`src/rtl/round_raw_fn_arbiter.sv`:
```
// Two-requester round-robin arbiter in front of a shared e8/s24 rounder.
// Registers the rounder result with a valid/ready handshake and keeps per-requester sticky flags.
module round_raw_fn_arbiter #(
  parameter bit DEFAULT_PRIO = 1'b0
) (
  input  logic        clock,
  input  logic        reset,
  input  logic        req0_valid,
  output logic        req0_ready,
  input  logic [44:0] req0_raw,
  input  logic        req1_valid,
  output logic        req1_ready,
  input  logic [44:0] req1_raw,
  output logic [44:0] rnd_raw,
  input  logic [32:0] rnd_out,
  input  logic [4:0]  rnd_flags,
  output logic        out_valid,
  input  logic        out_ready,
  output logic [32:0] out_data,
  output logic [4:0]  out_flags,
  output logic        out_src,
  input  logic        clr0,
  input  logic        clr1,
  output logic [4:0]  fflags0,
  output logic [4:0]  fflags1
);

  logic lastGrant;
  logic canAccept;
  logic anyValid;
  logic grant;
  logic accept;
  logic outFire;

  // Clear takes effect before the handshake's flags are merged in.
  function automatic logic [4:0] nextFlags(input logic [4:0] cur, input logic clr,
                                           input logic hit, input logic [4:0] newFlags);
    logic [4:0] base;
    base = clr ? 5'b0 : cur;
    return hit ? (base | newFlags) : base;
  endfunction

  always_comb begin
    canAccept = !out_valid || out_ready;
    anyValid  = req0_valid | req1_valid;
    if (req0_valid && req1_valid) grant = ~lastGrant;
    else                          grant = req1_valid;
    accept     = canAccept & anyValid;
    outFire    = out_valid & out_ready;
    req0_ready = canAccept & (grant == 1'b0);
    req1_ready = canAccept & (grant == 1'b1);
    rnd_raw    = '0;
    if (accept) rnd_raw = grant ? req1_raw : req0_raw;
  end

  // Result register: load on accept, otherwise drop valid once drained.
  always_ff @(posedge clock or posedge reset) begin
    if (reset) begin
      out_valid <= 1'b0;
      out_data  <= '0;
      out_flags <= '0;
      out_src   <= 1'b0;
      lastGrant <= ~DEFAULT_PRIO;
    end else if (accept) begin
      out_valid <= 1'b1;
      out_data  <= rnd_out;
      out_flags <= rnd_flags;
      out_src   <= grant;
      lastGrant <= grant;
    end else if (out_ready) begin
      out_valid <= 1'b0;
    end
  end

  always_ff @(posedge clock or posedge reset) begin
    if (reset) begin
      fflags0 <= '0;
      fflags1 <= '0;
    end else begin
      fflags0 <= nextFlags(fflags0, clr0, outFire && (out_src == 1'b0), out_flags);
      fflags1 <= nextFlags(fflags1, clr1, outFire && (out_src == 1'b1), out_flags);
    end
  end

endmodule

```
`config.mk`:
```
export PLATFORM = sky130hd
export DESIGN_NAME = round_raw_fn_arbiter
export DESIGN_NICKNAME = d
export VERILOG_FILES = /design/src/rtl/round_raw_fn_arbiter.sv
export SDC_FILE = /design/constraint.sdc
export NUM_CORES = 1
export LEC_CHECK = 0
export CAP_MARGIN = 20
export CELL_PAD_IN_SITES_DETAIL_PLACEMENT = 1
export CELL_PAD_IN_SITES_GLOBAL_PLACEMENT = 2
export CORE_UTILIZATION = 17
export CTS_CLUSTER_DIAMETER = 60
export CTS_CLUSTER_SIZE = 14
export DETAILED_ROUTE_END_ITERATION = 10
export GPL_TIMING_DRIVEN = 1
export PLACE_DENSITY = 0.94
export SLEW_MARGIN = 20
export SYNTH_ARGS = -nofsm -noshare
export SYNTH_HDL_FRONTEND = slang
export SYNTH_SLANG_ARGS = --single-unit
```
`constraint.sdc`:
```
create_clock -name clock -period 2.4 [get_ports clock]
set_input_delay 0.6 -clock clock [delete_from_list [all_inputs] [get_ports clock]]
set_output_delay 0.6 -clock clock [all_outputs]
set_load 0.02 [all_outputs]
```
==> flow_summary.ini, run 1 <==
[global_route]
grt_max_degree = 32
gr-total-overflow = 0
grt_pass1_wl_um = 17400
grt_pass1_vias = 3292
grt_antenna_before_repair = 1
grtUsageTotal_pct = 13.9

[synthesis]
async_flop_share_pct = 100
synth_area_um2 = 2670
yosys-top-cells-area = dfrtp_1, nand2_1, mux2_2
ys_seq_elements = 51
yosys.area.top_type = dfrtp_1
yosysUniqueCellTypes = 23
synth_cells = 278
synth_flop_cell = dfrtp_1
synth_edf_count = 0
postSynthAreaPerCell_um2 = 9.61
synth.most_common_cell = nand2_1
synth.top_cell.area_share_pct = 46.8
yosysWarnings = 0
yosysSeqAreaShare_pct = 47.8
syn-num-nets = 413
synth_common_cells = nand2_1, dfrtp_1, a21oi_1

[setup_path]
r2r_setup_slack_ns = 0.57
cp.arrival_ns = 1.71
timing.reg2reg.worst_path_depth = 5
crit_path_start_kind = primary input
crit_path_end_kind = output pin
path_class = in -> out
worstPathMaxFanout = 22
cp.required_ns = 1.80

[clock_tree]
cts_sinks = 51
cts_tree = done
cts_buffer_depth = 2
numCtsBuffers = 5
cts_hold_buf = 0
clock_latency_ns = 0.29
h-tree-depth = 2
cts.clk_slew.worst_paths_ns = 0.06
cts_root_buf = clkbuf_16

[sta]
worst_slack_ns = 0.0863
slew_violations = 0
setup_viol = 0
fmax_ghz = 0.432
fin_crit_ns = 2.31
hold_ws_ns = 0.504
rsz0062_at_grt = false
finalSetupTns_ns = 0
final_hold_viol_count = 0
relSlewSlack_pct = 70.9
finalCritPeriodShare_pct = 96.4
worst_slew_pin_slew_ns = 0.437
skew_ns = 0.00502

[floorplan]
core-area_um2 = 15300
die_w_um = 127
num_io_pins = 232
initial_core_util_pct = 17.5
dieArea_um2 = 16200
row_count = 45
die_y_um = 127

[worst_hold_path]
holdCritPathClass = reg -> reg
min_path_cells = 1

[detailed_routing]
routedWlPerCell_um = 16.1
drc = 0
wl_um = 11700
first_iter_violations = 73
vias = 3029
vias_per_cell = 4.17
postRouteAntennaNets = 0
drt_pass1_iterations = 4

[run]
drv_cap = 0

[power_and_ir_drop]
finalPower_mw = 3.03
power_density_nw_per_um2 = 570
p_leak_nw = 2.32
ir_worst_vdd_mv = 0.496

[finish]
drive_gt1_share_pct = 23.8
fin_area_um2 = 5320
syn2layout_area_growth_pct = 98.9
fill_cells = 1731
num_antenna_cells = 0
nets = 650

[placed_design]
port_buffers = 231
postPlaceCellArea_um2 = 5260
post-dp-hpwl_um = 8810
globalplace.congestion = 0.721
pre_cts_ws_ns = -0.800

[status]
status = completed
[area by class of cell]
cell class	count	area (µm²)	area share (%)
sequential	51	1280	24.0
timing repair buffer	248	2350	44.2
clock buffer	7	133	2.49
inverter	7	26.3	0.494
tap	211	264	4.97
clock inverter	1	5.00	0.0941
multi-input combinational	202	1260	23.7
[per-stage QoR]
step / utilization (%) / std cells
after global routing: 34.8 / 727
after global placement: 34.5 / 715
after CTS: 34.6 / 727
after detailed placement: 34.5 / 715
after floorplan: - / 278
final: 34.8 / 727
[worst max-delay path, stage by stage]
cell and delay [ns]:
clkdlybuf4s15_2 0.20, a21boi_4 0.20, buf_4 0.15, buf_12 0.16, nand2_1 0.10, a21oi_1 0.13
buf_2 0.18
[routing by layer]
metal | global-route usage, % | wire length, µm | up-vias
met5 | 0 | 0 | -
met4 | 3.85 | 157 | 0
met3 | 5.23 | 1340 | 8
met2 | 26.2 | 5900 | 167
met1 | 14.2 | 4320 | 1458
li1 | - | - | 1396
[logic make-up after synthesis]
kind of cell	synth area share [%]
simple gates	15.0
compound gates	13.1
flops	47.8
mux	17.4
buf+inv	6.69
[layout by cell type (no fill, tap or decap)]
cell and instances:
clkdlybuf4s50_1 181, nand2_1 96, dfrtp_1 50, a21oi_1 37, buf_2 32, mux2_2 28, buf_4 23, mux2_4 10
a21oi_2 9, inv_1 6, o21ai_0 5, a22o_1 5, clkbuf_16 5, buf_12 5, nor2_1 3, dlygate4sd2_1 3
clkbuf_1 2, buf_16 2, nand2b_4 1, o21ai_4 1, and3_1 1, a21boi_4 1, a21bo_2 1, and2b_1 1
inv_2 1, a31oi_1 1, a21o_1 1, or3_1 1, clkinv_2 1, clkdlybuf4s15_2 1, dfstp_2 1, buf_6 1
[final timing paths]
| check | startpoint | end |
|---|---|---|
| hold / removal | out_data[30]$_DFFE_PP0P_ | out_data[30]$_DFFE_PP0P_ |
| max in group asynchronous | reset | out_data[10]$_DFFE_PP0P_ |
| hold reg to reg | out_data[30]$_DFFE_PP0P_ | out_data[30]$_DFFE_PP0P_ |
| min in group asynchronous | reset | out_valid$_DFFE_PP0P_ |
| setup / recovery | req1_valid | rnd_raw[22] |
| setup reg to reg | out_valid$_DFFE_PP0P_ | out_data[14]$_DFFE_PP0P_ |
[state kept, by name, indices dropped and copies added, names as in the netlist]
signal,flops
out_data,33
fflags0,5
fflags1,5
out_flags,5
lastGrant,1
out_src,1
out_valid,1
[report_power, final]
group / total (mW) / internal (mW) / leakage, nW / switching [mW]
clock network: 0.687 / 0.386 / 0.0679 / 0.301
logic: 1.27 / 0.674 / 1.65 / 0.596
registers: 1.07 / 0.984 / 0.608 / 0.0871
total: 3.03 / 2.04 / 2.32 / 0.984
[what timing repair did]
item	CTS	global route
endpoints found under the setup margin	47	11
pin swaps	1	0
cloned	2	0
setup buffers	2	0
resized for setup	206	12
Note: power is estimated with default switching activity, not from simulation.
==> inputs of run 2 (changes only) <==
--- a/config.mk
+++ b/config.mk
@@ -8,12 +8,14 @@
 export CAP_MARGIN = 20
 export CELL_PAD_IN_SITES_DETAIL_PLACEMENT = 1
 export CELL_PAD_IN_SITES_GLOBAL_PLACEMENT = 2
-export CORE_UTILIZATION = 17
+export CORE_MARGIN = 10
+export CORE_UTILIZATION = 34
 export CTS_CLUSTER_DIAMETER = 60
 export CTS_CLUSTER_SIZE = 14
 export DETAILED_ROUTE_END_ITERATION = 10
+export DONT_BUFFER_PORTS = 1
 export GPL_TIMING_DRIVEN = 1
-export PLACE_DENSITY = 0.94
+export PLACE_DENSITY = 0.93
 export SLEW_MARGIN = 20
 export SYNTH_ARGS = -nofsm -noshare
 export SYNTH_HDL_FRONTEND = slang
==> run 2 against run 1 <==
Net effect: combinational power is 52% lower; cell count is 42% lower; via count is 27% lower; highest routed layer unchanged; clock skew hardly changed; largest power group is now sequential cells; sequential share of layout area is 15 points higher; wire length is 11% lower; hold slack worse by 0.32 ns; register-to-register slack hardly changed.
==> flow_summary.ini, run 2 (synthesis gave the netlist of run 1 again) <==
[status]
status = completed

[floorplan]
initial_core_util_pct = 34.8
die_w_um = 109
row_count = 32
core-area_um2 = 7690
num_io_pins = 232
die_y_um = 109
dieArea_um2 = 11800

[finish]
syn2layout_area_growth_pct = 21.2
layout_common_cells = nand2_1, buf_4, dfrtp_1, a21oi_1, mux2_2
final_core_util_pct = 42.1
fill_cells = 907
largest_register_ffs = 33
final_cells = 424
drive_gt1_share_pct = 33.5
nets = 456
final_common_cell = nand2_1
num_antenna_cells = 0
largest_register = out_data

[sta]
slew_violations = 0
rsz0062_at_grt = false
relSlewSlack_pct = 70.6
worst_slew_pin_slew_ns = 0.441
final_hold_viol_count = 0
setup_viol = 0
finalSetupTns_ns = 0
fin_crit_ns = 2.29
finalCritPeriodShare_pct = 95.3
fmax_ghz = 0.437
skew_ns = 0.00512
hold_ws_ns = 0.180

[clock_tree]
cts_sinks = 51
cts_tree = done
cts_hold_buf = 0
cts_root_buf = clkbuf_8
cts_buffer_depth = 2
h-tree-depth = 2
cts.clk_slew.worst_paths_ns = 0.09
clock_latency_ns = 0.30
post_cts.repair.setup_buffers = 0
cts_resized = 0
numCtsBuffers = 5

[power_and_ir_drop]
power_density_nw_per_um2 = 757
ir_worst_vdd_mv = 0.680
p_leak_nw = 1.53
finalPower_mw = 2.45

[detailed_routing]
drt_pass1_iterations = 4
first_iter_violations = 62
routedWlPerCell_um = 24.6
wl_um = 10400
vias = 2222
postRouteAntennaNets = 0
vias_per_cell = 5.24
drc = 0

[setup_path]
crit_path_start_kind = register
r2r_setup_slack_ns = 0.56
r2r_end = out_data[16]$_DFFE_PP0P_
path_class = reg -> out
cp.arrival_ns = 1.69
crit_end = rnd_raw[4]
startpoint = lastGrant$_DFFE_PP1P_
worstPathMaxFanout = 23
r2r-start = out_valid$_DFFE_PP0P_
crit_path_end_kind = output pin
cp.required_ns = 1.80
timing.reg2reg.worst_path_depth = 5

[global_route]
grtUsageTotal_pct = 15.6
grt_pass1_wl_um = 14500
grt_pass1_vias = 2337
grt_antenna_before_repair = 0
grt_max_degree = 48
gr-total-overflow = 0

[placed_design]
globalplace.congestion = 0.834
dp.cells = 415
post-dp-hpwl_um = 8440
port_buffers = 0

[run]
drv_cap = 0

[worst_hold_path]
holdCritPathClass = in -> async
==> run 2: critical path: stages, from the launching register on <==
cell and delay, ns:
dfstp_2 0.60, a21bo_4 0.18, buf_12 0.17, nand2_1 0.07, a21oi_1 0.18, buf_4 0.18
==> run 2: layout make-up <==
type	count	area, µm²	share of cell area [%]
Sequential cell	51	1280	39.5
Tap cell	102	128	3.94
Timing Repair Buffer	54	460	14.2
Multi-Input combinational cell	202	1230	38.1
Inverter	7	26.3	0.811
Clock buffer	5	68.8	2.12
Clock inverter	3	43.8	1.35
==> run 2: how the worst min path moves through the flow <==
stage,depth (start not counted),from,to
2_1_floorplan,2,lastGrant$_DFFE_PP1P_,lastGrant$_DFFE_PP1P_
3_3_place_gp,1,reset,out_data[18]$_DFFE_PP0P_
3_5_place_dp,1,reset,out_data[28]$_DFFE_PP0P_
4_1_cts,1,reset,out_valid$_DFFE_PP0P_
5_1_grt,1,reset,out_valid$_DFFE_PP0P_
6_report,1,reset,out_valid$_DFFE_PP0P_
==> run 2: power by group <==
| part | switching (mW) | internal, mW | leakage (nW) |
|---|---|---|---|
| Sequential | 0.267 | 0.981 | 0.607 |
| Combinational | 0.330 | 0.282 | 0.861 |
| Clock | 0.279 | 0.311 | 0.0581 |
| Total | 0.877 | 1.57 | 1.53 |
==> run 2: metrics by stage <==
stage                     area (µm²)  worst slack (ns)
after global placement          3090             0.339
after detailed placement        3090             0.322
after floorplan                 2670             0.236
after CTS                       3200            0.0301
final                           3240             0.113
after global routing            3240           0.00792
==> run 2: metal layers <==
metal | vias to the layer above | part of all wire (%) | track usage (%)
met4 | 0 | 0.87 | 4.05
met1 | 1059 | 35 | 15.7
met3 | 6 | 16 | 9.68
met5 | - | 0 | 0
met2 | 152 | 49 | 26.6
li1 | 1005 | - | -
